File: src/rtl/timer_mode_if.sv
// timer_mode_if: control bus between the stopwatch mode controller and its environment
//   inputs to controller : mode, startStop, clr, setTime, presetSw, tick, atZero, atMax
//   outputs of controller: load, loadVal, countEn, countUp, running, done
interface timer_mode_if;
    logic [1:0]  mode;
    logic        startStop;
    logic        clr;
    logic        setTime;
    logic [7:0]  presetSw;
    logic        tick;
    logic        atZero;
    logic        atMax;
    logic        load;
    logic [15:0] loadVal;
    logic        countEn;
    logic        countUp;
    logic        running;
    logic        done;
    modport master (
        input  mode, startStop, clr, setTime, presetSw, tick, atZero, atMax,
        output load, loadVal, countEn, countUp, running, done
    );
    modport slave (
        output mode, startStop, clr, setTime, presetSw, tick, atZero, atMax,
        input  load, loadVal, countEn, countUp, running, done
    );
endinterface

File: src/rtl/timer_mode_ctrl.sv
// timer_mode_ctrl: mode sequencer for the 4-digit BCD stopwatch/timer counter
//   clk   : system clock, rising edge
//   rst_n : asynchronous active-low reset
//   bus   : timer_mode_if.master -- buttons, preset switches, tick and counter
//           flags in; load/loadVal/countEn/countUp/running/done out
module timer_mode_ctrl (
    input logic          clk,
    input logic          rst_n,
    timer_mode_if.master bus
);
    typedef enum logic [1:0] {IDLE, RUN, PAUSE, DONE} state_t;
    state_t      state, state_nxt;
    logic [1:0]  mode_reg, mode_nxt;
    logic [2:0]  prev;
    logic        init_load;
    logic        load_nxt;
    logic [15:0] load_val_nxt;
    logic        ss_e, clr_e, set_e, terminal;
    logic [3:0]  tens, units;
    logic [15:0] preset_val;
    function automatic logic [15:0] start_val(input logic [1:0] m, input logic [15:0] p);
        return m[0] ? p : (m[1] ? 16'h9999 : 16'h0000);
    endfunction
    assign ss_e       = bus.startStop & ~prev[2];
    assign clr_e      = bus.clr & ~prev[1];
    assign set_e      = bus.setTime & ~prev[0];
    assign tens       = bus.presetSw[7:4] > 4'd9 ? 4'd9 : bus.presetSw[7:4];
    assign units      = bus.presetSw[3:0] > 4'd9 ? 4'd9 : bus.presetSw[3:0];
    assign preset_val = {tens, units, 8'h00};
    assign terminal   = bus.countUp ? bus.atMax : bus.atZero;
    // Gated off in the terminal cycle so the counter never wraps past its end value
    assign bus.countEn = (state == RUN) & bus.tick & ~terminal & ~bus.load;
    assign bus.running = (state == RUN);
    assign bus.done    = (state == DONE);
    always_comb begin
        state_nxt    = state;
        mode_nxt     = mode_reg;
        load_nxt     = 1'b0;
        load_val_nxt = bus.loadVal;
        if (init_load) begin
            mode_nxt     = bus.mode;
            load_nxt     = 1'b1;
            load_val_nxt = start_val(bus.mode, preset_val);
        end else if (clr_e) begin
            state_nxt    = IDLE;
            load_nxt     = 1'b1;
            load_val_nxt = start_val(mode_reg, preset_val);
        end else if (set_e && state != RUN) begin
            load_nxt     = 1'b1;
            load_val_nxt = preset_val;
            state_nxt    = (state == DONE) ? IDLE : state;
        end else if (state == RUN && terminal) begin
            state_nxt = DONE;
        end else if (ss_e && state != DONE) begin
            state_nxt = (state == RUN) ? PAUSE : RUN;
        end else if (state == IDLE && bus.mode != mode_reg) begin
            mode_nxt     = bus.mode;
            load_nxt     = 1'b1;
            load_val_nxt = start_val(bus.mode, preset_val);
        end
    end
    always_ff @(posedge clk or negedge rst_n) begin
        if (!rst_n) begin
            state       <= IDLE;
            mode_reg    <= 2'd0;
            prev        <= 3'b111;
            init_load   <= 1'b1;
            bus.load    <= 1'b0;
            bus.loadVal <= 16'h0000;
            bus.countUp <= 1'b1;
        end else begin
            state       <= state_nxt;
            mode_reg    <= mode_nxt;
            prev        <= {bus.startStop, bus.clr, bus.setTime};
            init_load   <= 1'b0;
            bus.load    <= load_nxt;
            bus.loadVal <= load_val_nxt;
            bus.countUp <= ~mode_nxt[1];
        end
    end
endmodule

File: src/flat_wrapper.sv
// flat-port wrapper written by rule: the top's interface ports become plain ports
module timer_mode_ctrl_flat 
  (clk, rst_n, bus_mode, bus_startStop, bus_clr, bus_setTime, bus_presetSw, bus_tick, bus_atZero, bus_atMax, bus_load, bus_loadVal, bus_countEn, bus_countUp, bus_running, bus_done);
  timer_mode_if bus_i ();
  input logic clk;
  input logic rst_n;
  input wire logic [$bits(bus_i.mode)-1:0] bus_mode;
  input wire logic [$bits(bus_i.startStop)-1:0] bus_startStop;
  input wire logic [$bits(bus_i.clr)-1:0] bus_clr;
  input wire logic [$bits(bus_i.setTime)-1:0] bus_setTime;
  input wire logic [$bits(bus_i.presetSw)-1:0] bus_presetSw;
  input wire logic [$bits(bus_i.tick)-1:0] bus_tick;
  input wire logic [$bits(bus_i.atZero)-1:0] bus_atZero;
  input wire logic [$bits(bus_i.atMax)-1:0] bus_atMax;
  output wire logic [$bits(bus_i.load)-1:0] bus_load;
  output wire logic [$bits(bus_i.loadVal)-1:0] bus_loadVal;
  output wire logic [$bits(bus_i.countEn)-1:0] bus_countEn;
  output wire logic [$bits(bus_i.countUp)-1:0] bus_countUp;
  output wire logic [$bits(bus_i.running)-1:0] bus_running;
  output wire logic [$bits(bus_i.done)-1:0] bus_done;
  assign bus_i.mode = bus_mode;
  assign bus_i.startStop = bus_startStop;
  assign bus_i.clr = bus_clr;
  assign bus_i.setTime = bus_setTime;
  assign bus_i.presetSw = bus_presetSw;
  assign bus_i.tick = bus_tick;
  assign bus_i.atZero = bus_atZero;
  assign bus_i.atMax = bus_atMax;
  assign bus_load = bus_i.load;
  assign bus_loadVal = bus_i.loadVal;
  assign bus_countEn = bus_i.countEn;
  assign bus_countUp = bus_i.countUp;
  assign bus_running = bus_i.running;
  assign bus_done = bus_i.done;
  timer_mode_ctrl u_core (.clk(clk), .rst_n(rst_n), .bus(bus_i));
endmodule
File: config.mk
export PLATFORM = sky130hd
export DESIGN_NAME = timer_mode_ctrl_flat
export DESIGN_NICKNAME = d
export VERILOG_FILES = /design/src/rtl/timer_mode_if.sv /design/src/rtl/timer_mode_ctrl.sv /design/src/flat_wrapper.sv
export SDC_FILE = /design/constraint.sdc
export NUM_CORES = 1
export LEC_CHECK = 0
export CAP_MARGIN = 0
export CELL_PAD_IN_SITES_DETAIL_PLACEMENT = 1
export CELL_PAD_IN_SITES_GLOBAL_PLACEMENT = 1
export CORE_MARGIN = 8
export CORE_UTILIZATION = 36
export DETAILED_ROUTE_END_ITERATION = 6
export HOLD_SLACK_MARGIN = 0.1
export MAX_ROUTING_LAYER = met4
export PLACE_DENSITY_LB_ADDON = 0.1
export SETUP_SLACK_MARGIN = 0.02
export SYNTH_ARGS = -nofsm -noshare
export SYNTH_HDL_FRONTEND = slang
export SYNTH_SLANG_ARGS = --single-unit
File: constraint.sdc
create_clock -name clk -period 5.2 [get_ports clk]
set_input_delay 0.78 -clock clk [delete_from_list [all_inputs] [get_ports clk]]
set_output_delay 0.78 -clock clk [all_outputs]
set_load 0.03 [all_outputs]
==> flow_summary.ini <==
[clock_tree]
cts_resized = 0
cts_tree = built
root_buffer = clkbuf_4
cts_setup_buffers = 0
clockBufferDepth = 2
cts_hold_buf = 0
clkTransAtPathRegs_ps = 100
numCtsBuffers = 3
clk_latency_ps = 290
htreeDepth = 1
cts_sinks = 19

[global_routing]
grt_pass1_vias = 950
grt-ovfl-total = 0
antenna_found_initial = 0
grt_pass1_wl_um = 4460
track_usage_pct = 11.3
grt_start_max_net_pins = 20

[setup_path]
crit_path_start_kind = input pin
crit_arrival_ps = 2390
cp_data_required_time_ps = 4420
end_kind = output pin
path_class = input pin to output pin
critical_path.max_fanout = 2

[power]
leakage_nw = 0.597
p_per_area_nw_per_um2 = 305
p_sw_mw = 0.156
irDropWorstVdd_uv = 140
swShare_pct = 35.5
seqPwrFrac_pct = 42.7
power_frac_comb_pct = 41.1
p_int_mw = 0.283
clkPwrFrac_pct = 16.2

[routing]
drt_wl_total_um = 2620
detail-route-antenna-nets = 0
drc_errors = 0
num_vias = 843
drtIter0Drc = 18
vias_per_cell = 5.20
wl_per_cell_um = 16.2
dr.pass1.iters = 4

[synthesis]
synthAdderAreaFrac_pct = 0
netlist_instances = 97
netlist_area_um2 = 1090
avgSynthCellArea_um2 = 11.2
synth_seq_cells = 19
synth-xor-area-share_pct = 1.61
synth-edff-count = 0
synthArstFlopShare_pct = 100
synth-compound-area-share_pct = 18.1
yosys.area_share.simple_pct = 15.9
synth_cell_types = 40
synthMuxAreaShare_pct = 11.2
synthFlopType = dfrtp_1
ys_seq_area_share_pct = 44.2
yosysWarnings = 0
synth_top_family_by_area = compound AO/OA/AOI/OAI gates

[hold_path]
hold_class = flip-flop to flip-flop

[sta]
fin_crit_sh_pct = 60.9
finalHoldViolations = 0
fin_skew_ps = 3.34
fin_crit_ps = 3170
slew_headroom_pct = 44.2
layout_setup_ws_ps = 2030
setup_viol = 0
fmax_mhz = 316
slew_viol_final = 0
worst_slew_pin_slew_ps = 834
rsz0062_at_grt = false
final.setup.tns_ps = 0

[placement]
dp_hpwl_um = 2200
pre_cts_ws_ps = 2020
gp_congestion = 0.748
placement.io_buffers = 34

[floorplan]
die_area_um2 = 5050
initial_core_util_pct = 36.6
die_w_um = 71.1
core_um2 = 2980
num_rows = 20
die_y_um = 71.1
ioPinCount = 39

[finish]
largest_reg_flops = 9
area_growth_pct = 31.5
drive_gt1_share_pct = 13.2
top_regs = u_core.bus.loadVal (9), u_core.prev (3)
nFillCells = 341
antennaDiodeCount = 0
regMostFlops = u_core.bus.loadVal
final_nets = 148

[flow_run]
cap_violations = 0

[run_status]
status = completed
==> critical path, stage by stage <==
cell             delay [ps]
clkdlybuf4s50_1         410
mux2i_1                 190
nand2_1                 120
nor3b_1                 190
clkdlybuf4s50_1         700
==> synth_stat cells, drive strengths merged, types with 3 or more instances <==
cell type	instances	area share, %
nor2b	3	1.7
dfstp	5	12
buf	9	6.9
nor2	3	1.0
inv	4	1.4
o21ai	3	1.4
and4b	4	3.7
o211ai	5	3.4
dfrtp	14	32
mux2i	4	3.7
a2bb2oi	3	2.4
mux2	6	7.6
a21oi	3	1.4
nand2b	3	1.7
o21a	3	2.8
==> routing by layer <==
| metal | vias up | share of wire, % | track usage [%] | wire, um |
|---|---|---|---|---|
| li1 | 412 | - | - | - |
| met1 | 408 | 45 | 12.8 | 1180 |
| met2 | 21 | 49 | 17.7 | 1290 |
| met3 | 2 | 5.0 | 4.38 | 130 |
| met4 | 0 | 0.57 | 3.93 | 15 |
| met5 | - | 0 | - | 0 |
==> kinds of logic after synthesis <==
kind of cell | Yosys count
AO/OA/AOI/OAI | 26
AND/OR/NAND/NOR | 25
flip-flops | 19
buffers and inverters | 14
multiplexers | 10
XOR/XNOR | 2
other | 1
==> layout by cell type, fill, tap and decap left out, types with 4 or more instances in the layout <==
| cell type | count |
|---|---|
| and4b_1 | 4 |
| clkdlybuf4s50_1 | 34 |
| conb_1 | 5 |
| dfrtp_1 | 14 |
| dfstp_2 | 5 |
| inv_1 | 4 |
| mux2_4 | 4 |
| mux2i_1 | 4 |
| o211ai_1 | 5 |
==> power by group through the flow <==
stage / Clock [mW] / Sequential [mW] / Combinational [mW]
after floorplan: 0 / 0.214 / 0.0946
final: 0.0712 / 0.187 / 0.180
after CTS: 0.0768 / 0.188 / 0.182
after global routing: 0.0863 / 0.190 / 0.193
after global placement: 0 / 0.189 / 0.180
after detailed placement: 0 / 0.190 / 0.182
==> worst paths after layout <==
| kind | start | to | slack, ps | cells past startpoint |
|---|---|---|---|---|
| setup / recovery | bus_atMax | bus_countEn | 2030 | 5 |
| hold / removal | u_core.bus.loadVal[10]$_DFFE_PN0P_ | u_core.bus.loadVal[10]$_DFFE_PN0P_ | 530 | 1 |
| setup reg to reg | u_core.prev[1]$_DFF_PN1_ | u_core.bus.loadVal[13]$_DFFE_PN0P_ | 3150 | 4 |
| hold reg to reg | u_core.bus.loadVal[10]$_DFFE_PN0P_ | u_core.bus.loadVal[10]$_DFFE_PN0P_ | 530 | 1 |
| max in group asynchronous | rst_n | u_core.bus.loadVal[12]$_DFFE_PN0P_ | 3730 | 1 |
| min in group asynchronous | rst_n | u_core.state[1]$_DFFE_PN0P_ | 960 | 1 |
==> cell type report <==
type	count	area [um^2]	area share (%)
multi-input cells	68	531	37.0
well taps	33	41.3	2.88
repair buffers	34	340	23.7
clock buffers	4	26.3	1.83
inverters	4	15.0	1.05
flip-flops and latches	19	482	33.6
==> per-stage QoR <==
| step | instances | hold slack [ps] | power (mW) | util [%] | area [um^2] |
|---|---|---|---|---|---|
| 5_1_grt | 162 | 545 | 0.469 | 48.2 | 1440 |
| 3_5_place_dp | 158 | 505 | 0.372 | 47.3 | 1410 |
| 6_report | 162 | 531 | 0.438 | 48.2 | 1440 |
| 3_3_place_gp | 158 | 501 | 0.369 | 47.3 | 1410 |
| 4_1_cts | 162 | 533 | 0.447 | 48.2 | 1440 |
| 2_1_floorplan | 101 | 471 | 0.309 | - | 1110 |
No activity file was read; power rests on OpenSTA's default activity.
